File: config.mk
export PLATFORM = sky130hd
export DESIGN_NAME = serial_wide_adder
export DESIGN_NICKNAME = d
export VERILOG_FILES = /design/src/rtl/serial_wide_adder_pkg.sv /design/src/rtl/csa4_slice.sv /design/src/rtl/serial_wide_adder.sv
export SDC_FILE = /design/constraint.sdc
export NUM_CORES = 1
export LEC_CHECK = 0
export CORE_UTILIZATION = 30
export DETAILED_ROUTE_END_ITERATION = 6
export DONT_BUFFER_PORTS = 1
export SLEW_MARGIN = 20
export SYNTH_ARGS = -nofsm -noshare
export SYNTH_HDL_FRONTEND = slang
export SYNTH_SLANG_ARGS = --single-unit
export TNS_END_PERCENT = 100
File: constraint.sdc
create_clock -name in_clk -period 6.05 [get_ports in_clk]
set_input_delay 0.9075 -clock in_clk [delete_from_list [all_inputs] [get_ports in_clk]]
set_output_delay 0.9075 -clock in_clk [all_outputs]
set_load 0.02 [all_outputs]
File: src/rtl/serial_wide_adder_pkg.sv
// Shared definitions for the serial wide adder: slice width, FSM states
// and the overflow helper used at the most significant slice.
package serial_wide_adder_pkg;

    localparam int SLICE_W = 4;

    typedef enum logic [1:0] {
        ST_IDLE = 2'd0,
        ST_RUN  = 2'd1,
        ST_DONE = 2'd2
    } state_t;

    // Signed overflow: carry into the sign bit differs from carry out of it.
    function automatic logic ovf(input logic c_into_msb, input logic c_out);
        return c_into_msb ^ c_out;
    endfunction

endpackage

File: src/rtl/csa4_slice.sv
// 4-bit carry-select slice: both carry-in outcomes are formed up front
// and the real carry-in only steers the final mux.
module csa4_slice
    import serial_wide_adder_pkg::*;
(
    input  logic [SLICE_W-1:0] a,
    input  logic [SLICE_W-1:0] b,
    input  logic               cin,
    output logic [SLICE_W-1:0] s,
    output logic               cout,
    output logic               c3
);

    logic [SLICE_W:0]   sum0;
    logic [SLICE_W:0]   sum1;
    logic [SLICE_W-1:0] low0;
    logic [SLICE_W-1:0] low1;

    always_comb begin
        sum0 = {1'b0, a} + {1'b0, b};
        sum1 = {1'b0, a} + {1'b0, b} + {{SLICE_W{1'b0}}, 1'b1};
        // Low three bits alone give the carry into bit 3.
        low0 = {1'b0, a[SLICE_W-2:0]} + {1'b0, b[SLICE_W-2:0]};
        low1 = {1'b0, a[SLICE_W-2:0]} + {1'b0, b[SLICE_W-2:0]}
             + {{(SLICE_W-1){1'b0}}, 1'b1};
    end

    always_comb begin
        s    = cin ? sum1[SLICE_W-1:0] : sum0[SLICE_W-1:0];
        cout = cin ? sum1[SLICE_W] : sum0[SLICE_W];
        c3   = cin ? low1[SLICE_W-1] : low0[SLICE_W-1];
    end

endmodule

File: src/rtl/serial_wide_adder.sv
// Multi-cycle WIDTH-bit adder: one 4-bit slice walks the operands LSB
// first, carrying between cycles through a register.
module serial_wide_adder
    import serial_wide_adder_pkg::*;
#(
    parameter int WIDTH = 32
) (
    input  logic             in_clk,
    input  logic             in_rst,
    input  logic             in_valid,
    output logic             out_ready,
    input  logic [WIDTH-1:0] in_A,
    input  logic [WIDTH-1:0] in_B,
    input  logic             in_C,
    output logic             out_valid,
    input  logic             in_ready,
    output logic [WIDTH-1:0] out_S,
    output logic             out_C,
    output logic             out_V
);

    localparam int NSLICE = WIDTH / SLICE_W;
    localparam int CW = $clog2(NSLICE);
    localparam logic [CW-1:0] LAST = CW'(NSLICE - 1);

    state_t state;
    state_t state_nx;

    logic [CW-1:0]      cnt;
    logic [CW+1:0]      base;
    logic [WIDTH-1:0]   op_a;
    logic [WIDTH-1:0]   op_b;
    logic [WIDTH-1:0]   sum;
    logic               carry;
    logic               res_c;
    logic               res_v;
    logic               accept;
    logic               last;
    logic [SLICE_W-1:0] a_chunk;
    logic [SLICE_W-1:0] b_chunk;
    logic [SLICE_W-1:0] s_chunk;
    logic               slice_cout;
    logic               slice_c3;

    assign out_ready = (state == ST_IDLE) && !in_rst;
    assign accept    = in_valid && out_ready;
    assign last      = (cnt == LAST);
    assign base      = {cnt, 2'b00};
    assign a_chunk   = op_a[base +: SLICE_W];
    assign b_chunk   = op_b[base +: SLICE_W];

    assign out_S = sum;
    assign out_C = res_c;
    assign out_V = res_v;

    csa4_slice u_slice (
        .a    (a_chunk),
        .b    (b_chunk),
        .cin  (carry),
        .s    (s_chunk),
        .cout (slice_cout),
        .c3   (slice_c3)
    );

    always_comb begin
        state_nx  = state;
        out_valid = 1'b0;
        unique case (state)
            ST_IDLE: begin
                if (accept) state_nx = ST_RUN;
            end
            ST_RUN: begin
                if (last) state_nx = ST_DONE;
            end
            ST_DONE: begin
                out_valid = 1'b1;
                if (in_ready) state_nx = ST_IDLE;
            end
            default: state_nx = ST_IDLE;
        endcase
    end

    always_ff @(posedge in_clk or posedge in_rst) begin
        if (in_rst) begin
            state <= ST_IDLE;
        end else begin
            state <= state_nx;
        end
    end

    always_ff @(posedge in_clk or posedge in_rst) begin
        if (in_rst) begin
            cnt   <= '0;
            op_a  <= '0;
            op_b  <= '0;
            carry <= 1'b0;
            sum   <= '0;
            res_c <= 1'b0;
            res_v <= 1'b0;
        end else if (accept) begin
            op_a  <= in_A;
            op_b  <= in_B;
            carry <= in_C;
            cnt   <= '0;
        end else if (state == ST_RUN) begin
            sum[base +: SLICE_W] <= s_chunk;
            carry <= slice_cout;
            // Counter holds at the last slice; flags come from that slice only.
            if (last) begin
                res_c <= slice_cout;
                res_v <= ovf(slice_c3, slice_cout);
            end else begin
                cnt <= cnt + 1'b1;
            end
        end
    end

endmodule

## After elaboration in Yosys (flattened, before gate mapping)

Cells that the tools add are included.

| word-level totals | value |
|---|---|
| logic and storage cells | 50 |
| output and inout port bits | 36 |
| input bits | 69 |
| register bits after elaboration | 104 |

| operators by class | value |
|---|---|
| $add $sub $neg | 6 |
| bitwise logic cells | 2 |
| reductions and logical operators | 9 |
| shifts and indexed selects | 4 |
| equal/unequal tests | 7 |
| multiplexer cells | 14 |

Operator list:

| cell | count |
|---|---|
| 32-bit by 6-bit variable part select with 4-bit output | 2 |
| 32-bit bitwise mux | 1 |
| 4-bit by 7-bit variable shift with 32-bit output, first input constant | 1 |
| 4-bit by 7-bit variable part select with 32-bit output | 1 |
| 3-bit 2-to-1 mux | 3 |
| 2-bit inequality test, second input constant | 4 |
| 5-bit negator with 7-bit output | 1 |
| 2-bit 2-to-1 mux | 3 |
| 2-bit case mux with 3 select lines | 1 |
| 3-bit AND reduction | 2 |
| 4-bit by 4-bit adder with 5-bit output | 1 |
| 5-bit by 1-bit adder with 5-bit output, second input constant | 1 |
| 1-bit 2-to-1 mux | 5 |
| 3-bit by 3-bit adder with 4-bit output | 1 |
| 4-bit by 1-bit adder with 4-bit output, second input constant | 1 |
| 4-bit 2-to-1 mux | 1 |
| 2-bit AND reduction | 2 |
| 3-bit by 1-bit adder with 3-bit output, second input constant | 1 |
| 3-bit equality test, second input constant | 1 |
| 2-bit by 1-bit equality test with 1-bit output, second input constant | 1 |
| 2-bit equality test, second input constant | 1 |
| 1-bit logical AND | 2 |
| 2-bit logical NOT | 1 |
| 2-bit nonzero test | 1 |
| 3 further kinds | 3 |

## Depth between registers and ports, before layout

Gate-level depths: netlist of the first run.

| logic depth | value |
|---|---|
| word-level depth | 6 |
| gate-level depth with buffers | 13 |
| depth with buffers taken out | 11 |

## By module

Synthesis of the first run repeated with hierarchy kept, for this count alone.

| unflattened totals | value |
|---|---|
| cells, all modules | 350 |
| area total of the unflattened synthesis | 4942.2 µm² |

By module, submodules not included:

| module | times used | sequential area each (µm²) | area each (µm²) | cells each |
|---|---|---|---|---|
| serial_wide_adder | 1 | 2602.5 | 4685.7 | 321 |
| csa4_slice | 1 | 0.0 | 256.5 | 29 |

## Worst setup path before layout of the first run

Ideal clock, no wire load.

| path | value |
|---|---|
| kind | flip-flop to flip-flop |
| from | register cnt[0] |
| to | register carry |
| period minus slack after synthesis | 3.619 ns |
| data arrival time | 3.478 ns |
| stages on the path, launching flop included | 13 |
| slack | 2.431 ns |
| setup time | 0.141 ns |
| path buffers | 1 |
| data required time | 5.909 ns |
| cells stage by stage | dfrtp_1 > buf_1 > mux4_2 > nand2_1 > nand2_1 > ha_1 > fa_1 > ha_1 > nand2_1 > or3_1 > o311ai_0 > or2_1 > o221ai_1 |

| on the way | value |
|---|---|
| word-level cells in the longest chain between the ends | 6 |
| elaborated cells between the ends (all ways) | 7 |
| those cells by class | 2 x add/sub; 2 x shift; 3 x mux |

RTL lines:

| element | RTL line | RTL |
|---|---|---|
| start: declaration | serial_wide_adder.sv:29 | `logic [CW-1:0] cnt;` |
| start signal: assignment | serial_wide_adder.sv:113 | `cnt <= cnt + 1'b1;` |
| 32-bit by 6-bit variable part select with 4-bit output (on tied branches) | serial_wide_adder.sv:49, serial_wide_adder.sv:50 |  |
| 4-bit by 4-bit adder with 5-bit output * | csa4_slice.sv:20, csa4_slice.sv:21 |  |
| 5-bit by 1-bit adder with 5-bit output | csa4_slice.sv:21 | `sum1 = {1'b0, a} + {1'b0, b} + {{SLICE_W{1'b0}}, 1'b1};` |
| 1-bit 2-to-1 mux * | csa4_slice.sv:30 | `cout = cin ? sum1[SLICE_W] : sum0[SLICE_W];` |
| 1-bit 2-to-1 mux * | serial_wide_adder.sv:105 | `end else if (state == ST_RUN) begin` |
| 1-bit 2-to-1 mux * | serial_wide_adder.sv:100 | `end else if (accept) begin` |
| end signal: assignment | serial_wide_adder.sv:103 | `carry <= in_C;` |
| end signal: assignment | serial_wide_adder.sv:107 | `carry <= slice_cout;` |
| end: declaration | serial_wide_adder.sv:34 | `logic carry;` |

Every way passes the cells marked *; elsewhere a longest branch is shown, timed or not. The select of a mux whose other input is x is not followed.
A chain may end at the register's enable or synchronous reset.

## Worst setup path in the final report of the first run

Ends and elaborated chain as after synthesis.

==> impl_metrics.yaml, run 1 <==
setup_path:
  crit_end: "carry"
  start_kind: "register"
  critPathBufInv: 1
  cpMostUsedCell: "nand2_1"
  cpPeakStageDelay_ns: 0.85
  crit_fanout: 16
  crit_path_start: "cnt[0]"
  ff2ff_path_depth: 12
  cp-end-kind: "register"
  cp_cell_sequence: "buf_4 -> mux4_2 -> nand2_1 -> nand2_1 -> ha_1 -> fa_1 -> ha_1 -> nand2_1 -> or3_1 -> o311ai_0 -> or2_1 -> o221ai_1"
  critPathSlowestCell: "dfrtp_1"
  path_depth: 12
  arrival_ns: 4.49
  cp_top_family: "adder cells"
  rr_startpoint: "cnt[0]"
  r2r_slack_ns: 1.74
  r2r_end: "carry"
  crit_required_ns: 6.23
  criticalPathCategory: "reg2reg"
timing:
  worst_pin_slew_ns: 0.9039
  setup_viol: 0
  finalCritPeriodShare_pct: 71.23
  finalMaxSlewViolations: 0
  rsz0062_at_grt: "false"
  fin_skew_ns: 0.01027
  relSlewSlack_pct: 39.74
  fin_tns_setup_ns: 0
  max_freq_mhz: 232.1
  hold_viol: 0
  whs_ns: 0.4261
  period_minus_slack_ns: 4.309
routing:
  avgRoutedWirePerCell_microns: 18.70
  viasPerCell: 4.868
  drtIter0Drc: 85
  drc_errors: 0
  drtAntennaViolNets: 0
  dr.pass1.iters: 4
  wl_microns: 10900
  dr_total_vias: 2838
cts:
  cts_root_buffer: "clkbuf_16"
  clock_tree.buffer_depth: 2
  cts_tree: "yes"
  htreeDepth: 3
  clkLatencyLatePin_ns: 0.35
  post-cts-setup-buffer-count: 0
  clk_pin_slew_ns: 0.07
  cts.sinks: 104
  cts.repair.resized: 0
  cts-hold-fix-buffers: 0
  numCtsBuffers: 9
die:
  die_area_sq_mm: 0.01681
  initial_utilization_pct: 30.77
  io_pins: 105
  rows: 46
  core_area_sq_mm: 0.01589
  die_w_microns: 129.6
  dieHeight_microns: 129.6
pwr:
  ir_worst_vdd_mv: 0.3051
  p_per_area_mw_per_mm2: 676.9
  p_leak_uw: 0.002342
global_route:
  use_met1_pct: 16.83
  busiest_layer: "met2"
  grtUsageMet3_pct: 3.881
  grt_pass1_vias: 3148
  grt_pass1_wl_microns: 17420
  met2_usage_pct: 22.87
  grt_max_degree: 72
  antenna_found_initial: 0
  grt_overflow: 0
  grtUsageTotal_pct: 13.82
place:
  placed_area_sq_mm: 0.005119
  gp_congestion: 0.7772
  hpwl_microns: 8272
  io_buffers: 0
run_status:
  outcome: "finished, final reports clean"
synth:
  syn_nets: 445
  synth-edff-count: 0
  synth.distinct_cells: 40
  ys_async_sr_fraction_pct: 100.0
  syn_area_sq_mm: 0.004887
  synth_seq_cells: 104
  synth_ff_type: "dfrtp_1"
  synthCells: 363
  syn_avg_cell_area_sq_um: 13.46
  yosysWarnings: 0
  ys_seq_area_share_pct: 53.25
cells_and_area:
  fin_nets: 444
  final_cell_area_sq_mm: 0.005408
  drive_gt1_share_pct: 35.97
  final_common_cell: "dfrtp_1"
  area_growth_pct: 10.65
  diodes: 0
  final_core_util_pct: 34.04
  final_cell_mix: "dfrtp_1, mux2_2, nand2_1"
run:
  drv_cap: 0
min_path:
  min_path_type: "in2async"
## state kept, by name, summed over array words and instances (netlist names)
signal,flops
state,2
out_C,1
op_a,32
carry,1
out_S,32
cnt,3
out_V,1
op_b,32
## layout make-up
type | count | area (sq um)
clock inverter | 5 | 46.29
tap | 216 | 270.3
inverter | 10 | 40.04
timing repair buffer | 4 | 30.03
fill | 1595 | 10480
clock buffer | 11 | 242.7
multi-input combinational | 233 | 2176
sequential | 104 | 2603
## stage by stage
stage / setup WS [ns] / total power (uW) / cells
floorplan: 2.410 / 2642 / 363
global placement: 1.933 / 3059 / 567
detailed placement: 1.717 / 3127 / 567
CTS: 1.704 / 3696 / 583
global route: 1.421 / 3937 / 583
finish: 1.741 / 3660 / 583
## routing by layer
layer / routed length, microns / share of wire [%]
met5: 0 / 0
met4: 176 / 1.6
met3: 601 / 5.5
met2: 5523 / 51
met1: 4602 / 42
## logic make-up after synthesis
kind of cell             Yosys count  share of synthesized area (%)
multiplexers                     112                          29.39
flip-flops                       104                          53.25
AND/OR/NAND/NOR                   81                          7.322
buffers and inverters             26                          2.253
AO/OA/AOI/OAI                     20                          2.739
adder cells (fa/ha/maj)           13                          3.482
XOR/XNOR                           7                          1.562
## cells in the mapped netlist (2+ instances only)
| cell type | count | area share (%) |
|---|---|---|
| or4_1 | 2 | 0.31 |
| dfrtp_1 | 104 | 53 |
| nand2b_1 | 3 | 0.38 |
| a211oi_1 | 2 | 0.31 |
| o21ai_0 | 5 | 0.51 |
| ha_1 | 12 | 3.1 |
| nor3_1 | 7 | 0.72 |
| mux2i_1 | 4 | 0.82 |
| nor2_1 | 19 | 1.5 |
| inv_1 | 9 | 0.69 |
| mux2_2 | 91 | 21 |
| buf_2 | 10 | 1.0 |
| mux4_2 | 16 | 7.4 |
| xnor2_1 | 6 | 1.1 |
| clkbuf_1 | 4 | 0.31 |
| a21oi_1 | 4 | 0.41 |
| buf_1 | 2 | 0.15 |
| nand2_1 | 38 | 2.9 |
| nand3_1 | 3 | 0.31 |
| or3_1 | 2 | 0.26 |
## power breakdown
group	switching (uW)	internal [uW]	total [uW]
combinational	941	836	1780
sequential	315	1000	1320
clock	265	299	564
total	1520	2140	3660
## worst min-delay path by stage
stage             start         to  slack (ns)  cells after the start
2_1_floorplan   op_a[4]    op_a[4]        0.48                      1
3_3_place_gp   op_a[27]   op_a[27]        0.49                      1
3_5_place_dp   op_b[13]   op_b[13]        0.49                      1
4_1_cts          in_rst  out_S[23]        0.43                      1
5_1_grt          in_rst  out_S[23]        0.45                      1
6_report         in_rst  out_S[24]        0.43                      1
Note: power is estimated with default switching activity, not from simulation.
==> run 2: changes to the inputs <==
Clock period 6.05 ns to 4 ns, I/O delays scaled along.
==> run 2 against run 1 <==
Against the previous run: count of clock-buffer cells in the layout is the same; via count up 0.99%; combinational power up 54%; core utilization grew 0.57 points; final cell count increased by 0.69%.
==> impl_metrics.yaml, run 2 (synthesis gave the netlist of run 1 again) <==
run_status:
  outcome: "finished, final reports clean"
routing:
  avgRoutedWirePerCell_microns: 18.51
  drtAntennaViolNets: 0
  drtIter0Drc: 97
  viasPerCell: 4.882
  dr.pass1.iters: 4
  drc_errors: 0
  wl_microns: 10860
  dr_total_vias: 2866
timing:
  hold_viol: 0
  rsz0062_at_grt: "false"
  worst_pin_slew_ns: 0.7891
  setup_viol: 0
  finalMaxSlewViolations: 0
  layout_setup_ws_ns: 0.3898
  finalCritPeriodShare_pct: 90.25
  relSlewSlack_pct: 46.99
  max_freq_mhz: 277.0
  whs_ns: 0.2639
  fin_tns_setup_ns: 0
  period_minus_slack_ns: 3.610
  fin_skew_ns: 0.01206
global_route:
  grt_pass1_wl_microns: 17770
  grt_overflow: 0
  grtUsageTotal_pct: 14.21
  grt_max_degree: 90
  grt_pass1_vias: 3189
  antenna_found_initial: 1
die:
  core_area_sq_mm: 0.01589
  rows: 46
  die_w_microns: 129.6
  dieHeight_microns: 129.6
  die_area_sq_mm: 0.01681
  initial_utilization_pct: 30.77
  io_pins: 105
pwr:
  p_leak_uw: 0.002384
  ir_worst_vdd_mv: 0.4029
  p_per_area_mw_per_mm2: 1034
  finalPower_uw: 5686
cts:
  clock_tree.buffer_depth: 2
  cts.sinks: 104
  clkLatencyLatePin_ns: 0.35
  numCtsBuffers: 9
  post-cts-setup-buffer-count: 0
  htreeDepth: 3
  cts_tree: "yes"
  cts.repair.resized: 0
  cts_root_buffer: "clkbuf_16"
  cts-hold-fix-buffers: 0
  clk_pin_slew_ns: 0.07
setup_path:
  crit_required_ns: 4.21
  criticalPathCategory: "reg2reg"
  crit_fanout: 13
  cp-end-kind: "register"
  arrival_ns: 3.82
  start_kind: "register"
  r2r_slack_ns: 0.39
cells_and_area:
  drive_gt1_share_pct: 36.76
  fillCellCount: 1578
  final_common_cell: "dfrtp_1"
  stdcell_count: 587
  fin_nets: 447
  area_growth_pct: 12.49
  final_cell_mix: "dfrtp_1, mux2_2, nand2_1"
  seqCellArea_sq_mm: 0.002603
  multiInputGateArea_sq_mm: 0.002176
place:
  dp.cells: 570
  io_buffers: 0
  hpwl_microns: 8222
  gp_congestion: 0.8126
  place_ws_ns: 0.3747
min_path:
  min_path_type: "in2async"
run:
  drv_cap: 0
run 2: path summary, 6_finish.rpt:
check                          from         to  cells after the start
max                          cnt[0]      carry                     12
min                          in_rst  out_S[23]                      1
max reg2reg                  cnt[0]      carry                     12
min reg2reg                op_a[12]   op_a[12]                      1
max in group asynchronous    in_rst   op_b[23]                      2
min in group in_clk        in_ready   state[1]                      1
run 2: layout make-up:
type | count | share of cell area (%)
sequential | 104 | 47.34
clock buffer | 11 | 4.597
inverter | 10 | 0.7738
clock inverter | 5 | 1.570
timing repair buffer | 7 | 1.183
tap | 216 | 4.916
multi-input combinational | 233 | 39.58
antenna | 1 | 0.04552
run 2: layer usage:
layer / vias to the layer above / GRT usage, % / share of wire (%)
li1: 1308 / - / -
met1: 1464 / 17.29 / 42
met2: 75 / 22.96 / 50
met3: 19 / 3.757 / 5.9
met4: 0 / 7.866 / 2.4
met5: - / 0 / 0
run 2: worst max-delay path: stages, from the launching register on:
cell and delay, ns:
dfrtp_1 0.36, buf_4 0.25, buf_4 0.21, mux4_2 0.50, nand2_1 0.09, nand2_1 0.10
fa_1 0.57, ha_1 0.21, nand2_1 0.13, or3_1 0.33, o311ai_0 0.42, or2_1 0.19
o221ai_1 0.11
run 2: where the power goes:
part,internal [uW],switching (uW)
sequential,1520,434
combinational,1290,1470
clock,588,390
total,3400,2290
run 2: through the flow:
step | instance area, sq um | util (%)
after floorplan | 4887 | -
after global placement | 5154 | 32.44
after detailed placement | 5154 | 32.44
after CTS | 5493 | 34.58
after global routing | 5498 | 34.61
final | 5498 | 34.61
==> run 3: changes to the inputs <==
Clock period 4 ns to 3.56 ns, I/O delays scaled along.
==> run 3 against run 2 <==
Against the previous run: sequential share of layout area shrank 0.74 points; via count grew 1.3%; flip-flop and latch count is the same; final cell count grew 3.1%; combinational power grew 23%; fmax grew 5.1%; core utilization grew 0.55 points; total power grew 14%; non-clock buffer count grew 13; count of clock-buffer cells in the layout is the same; critical endpoint is now out_V; highest routed layer is now met5.
==> impl_metrics.yaml, run 3 (synthesis gave the netlist of run 1 again) <==
setup_path:
  ff2ff_path_depth: 12
  rr_startpoint: "cnt[0]"
  arrival_ns: 3.71
  criticalPathCategory: "reg2reg"
  cp-end-kind: "register"
  r2r_slack_ns: 0.12
  crit_required_ns: 3.84
  r2r_end: "out_V"
  crit_fanout: 8
  start_kind: "register"
cells_and_area:
  final_common_cell: "dfrtp_1"
  area_growth_pct: 14.29
  final_core_util_pct: 35.16
  fin_nets: 460
  final_cell_area_sq_mm: 0.005585
  drive_gt1_share_pct: 40.21
  final_cell_mix: "dfrtp_1, mux2_2, nand2_1"
place:
  hpwl_microns: 8495
  placed_area_sq_mm: 0.005191
  io_buffers: 0
  place_ws_ns: -0.005393
  gp_congestion: 0.7929
min_path:
  min_path_type: "in2async"
cts:
  cts_root_buffer: "clkbuf_16"
  htreeDepth: 3
  cts-hold-fix-buffers: 0
  clk_pin_slew_ns: 0.07
  clkLatencyLatePin_ns: 0.34
  cts_tree: "yes"
  numCtsBuffers: 9
  clock_tree.buffer_depth: 2
  cts.sinks: 104
pwr:
  finalPower_uw: 6496
  p_leak_uw: 0.002420
  ir_worst_vdd_mv: 0.3662
  p_per_area_mw_per_mm2: 1163
global_route:
  grtUsageTotal_pct: 14.08
  antenna_found_initial: 8
  grt_pass1_wl_microns: 17770
  grt_overflow: 0
  grt_max_degree: 85
  grt_pass1_vias: 3170
routing:
  avgRoutedWirePerCell_microns: 18.48
  dr.pass1.iters: 4
  drtAntennaViolNets: 0
  drc_errors: 0
  viasPerCell: 4.800
  drt-met1-wl_microns: 4421
  dr_total_vias: 2904
  drtIter0Drc: 110
  wl_microns: 11180
  routed-wl-met2_microns: 5585
  top_layer_used: "met5"
  wl_met3_microns: 996
die:
  die_area_sq_mm: 0.01681
  io_pins: 105
  core_area_sq_mm: 0.01589
  dieHeight_microns: 129.6
  die_w_microns: 129.6
  rows: 46
  initial_utilization_pct: 30.77
timing:
  layout_setup_ws_ns: 0.1235
  worst_pin_slew_ns: 0.7550
  setup_viol: 0
  whs_ns: 0.1906
  relSlewSlack_pct: 49.66
  hold_viol: 0
  rsz0062_at_grt: "true"
  finalCritPeriodShare_pct: 96.53
  max_freq_mhz: 291.0
  fin_skew_ns: 0.009239
  period_minus_slack_ns: 3.437
  finalMaxSlewViolations: 0
run:
  drv_cap: 0
run_status:
  outcome: "finished, final reports clean"
## run 3: changes by cell type in the layout (fill, tap and decap cells not counted), sizes merged
cell,before,now
buf,7,20
diode,1,6
bufinv,2,0
clkinvlp,0,1
inv,12,13
## run 3: layer usage
metal | up-vias | GRT usage, %
met5 | - | 0
li1 | 1329 | -
met3 | 14 | 6.276
met4 | 2 | 4.309
met1 | 1496 | 16.31
met2 | 63 | 23.37
## run 3: layout make-up
type	count	area, sq um
repair buffers	20	178.9
diodes	6	15.01
well taps	216	270.3
flip-flops and latches	104	2603
fillers	1556	10300
inverters	10	42.54
clock inverters	5	38.79
multi-input cells	233	2205
clock buffers	11	232.7
## run 3: worst max path at each step
stage	to	cells past startpoint	from	slack (ns)
final	out_V	12	cnt[0]	0.12
after floorplan	carry	13	cnt[1]	0.09
after CTS	carry	12	cnt[0]	0.01
after global placement	carry	12	cnt[0]	0.15
after detailed placement	carry	12	cnt[0]	-0.005
after global routing	out_V	12	cnt[0]	-0.03
## run 3: worst max-delay path: stages (launching register included)
cell,delay [ns]
dfrtp_1,0.41
buf_12,0.15
mux4_2,0.50
nand2_1,0.08
nand2_1,0.06
ha_2,0.19
fa_1,0.56
ha_2,0.21
a41oi_1,0.13
o31ai_2,0.28
o311ai_2,0.17
or4_4,0.54
nand3_1,0.09
## run 3: stage by stage
step / std cells / setup TNS [ns]
floorplan: 363 / 0
global placement: 575 / 0
detailed placement: 575 / -0.005393
CTS: 591 / 0
global route: 602 / -0.05925
finish: 605 / 0
## run 3: what timing repair did
action                                 in CTS  in global routing
resized for setup                           1                  8
pin swaps                                   0                  5
setup buffers                               0                  8
endpoints found under the hold margin       0                  0
setup endpoints to repair                   1                  9
## run 3: report_power, final
part	internal [uW]	leakage [uW]	switching (uW)
combinational	1660	0.000993	1740
sequential	1710	0.00130	484
clock	481	0.000131	428
total	3850	0.00242	2650
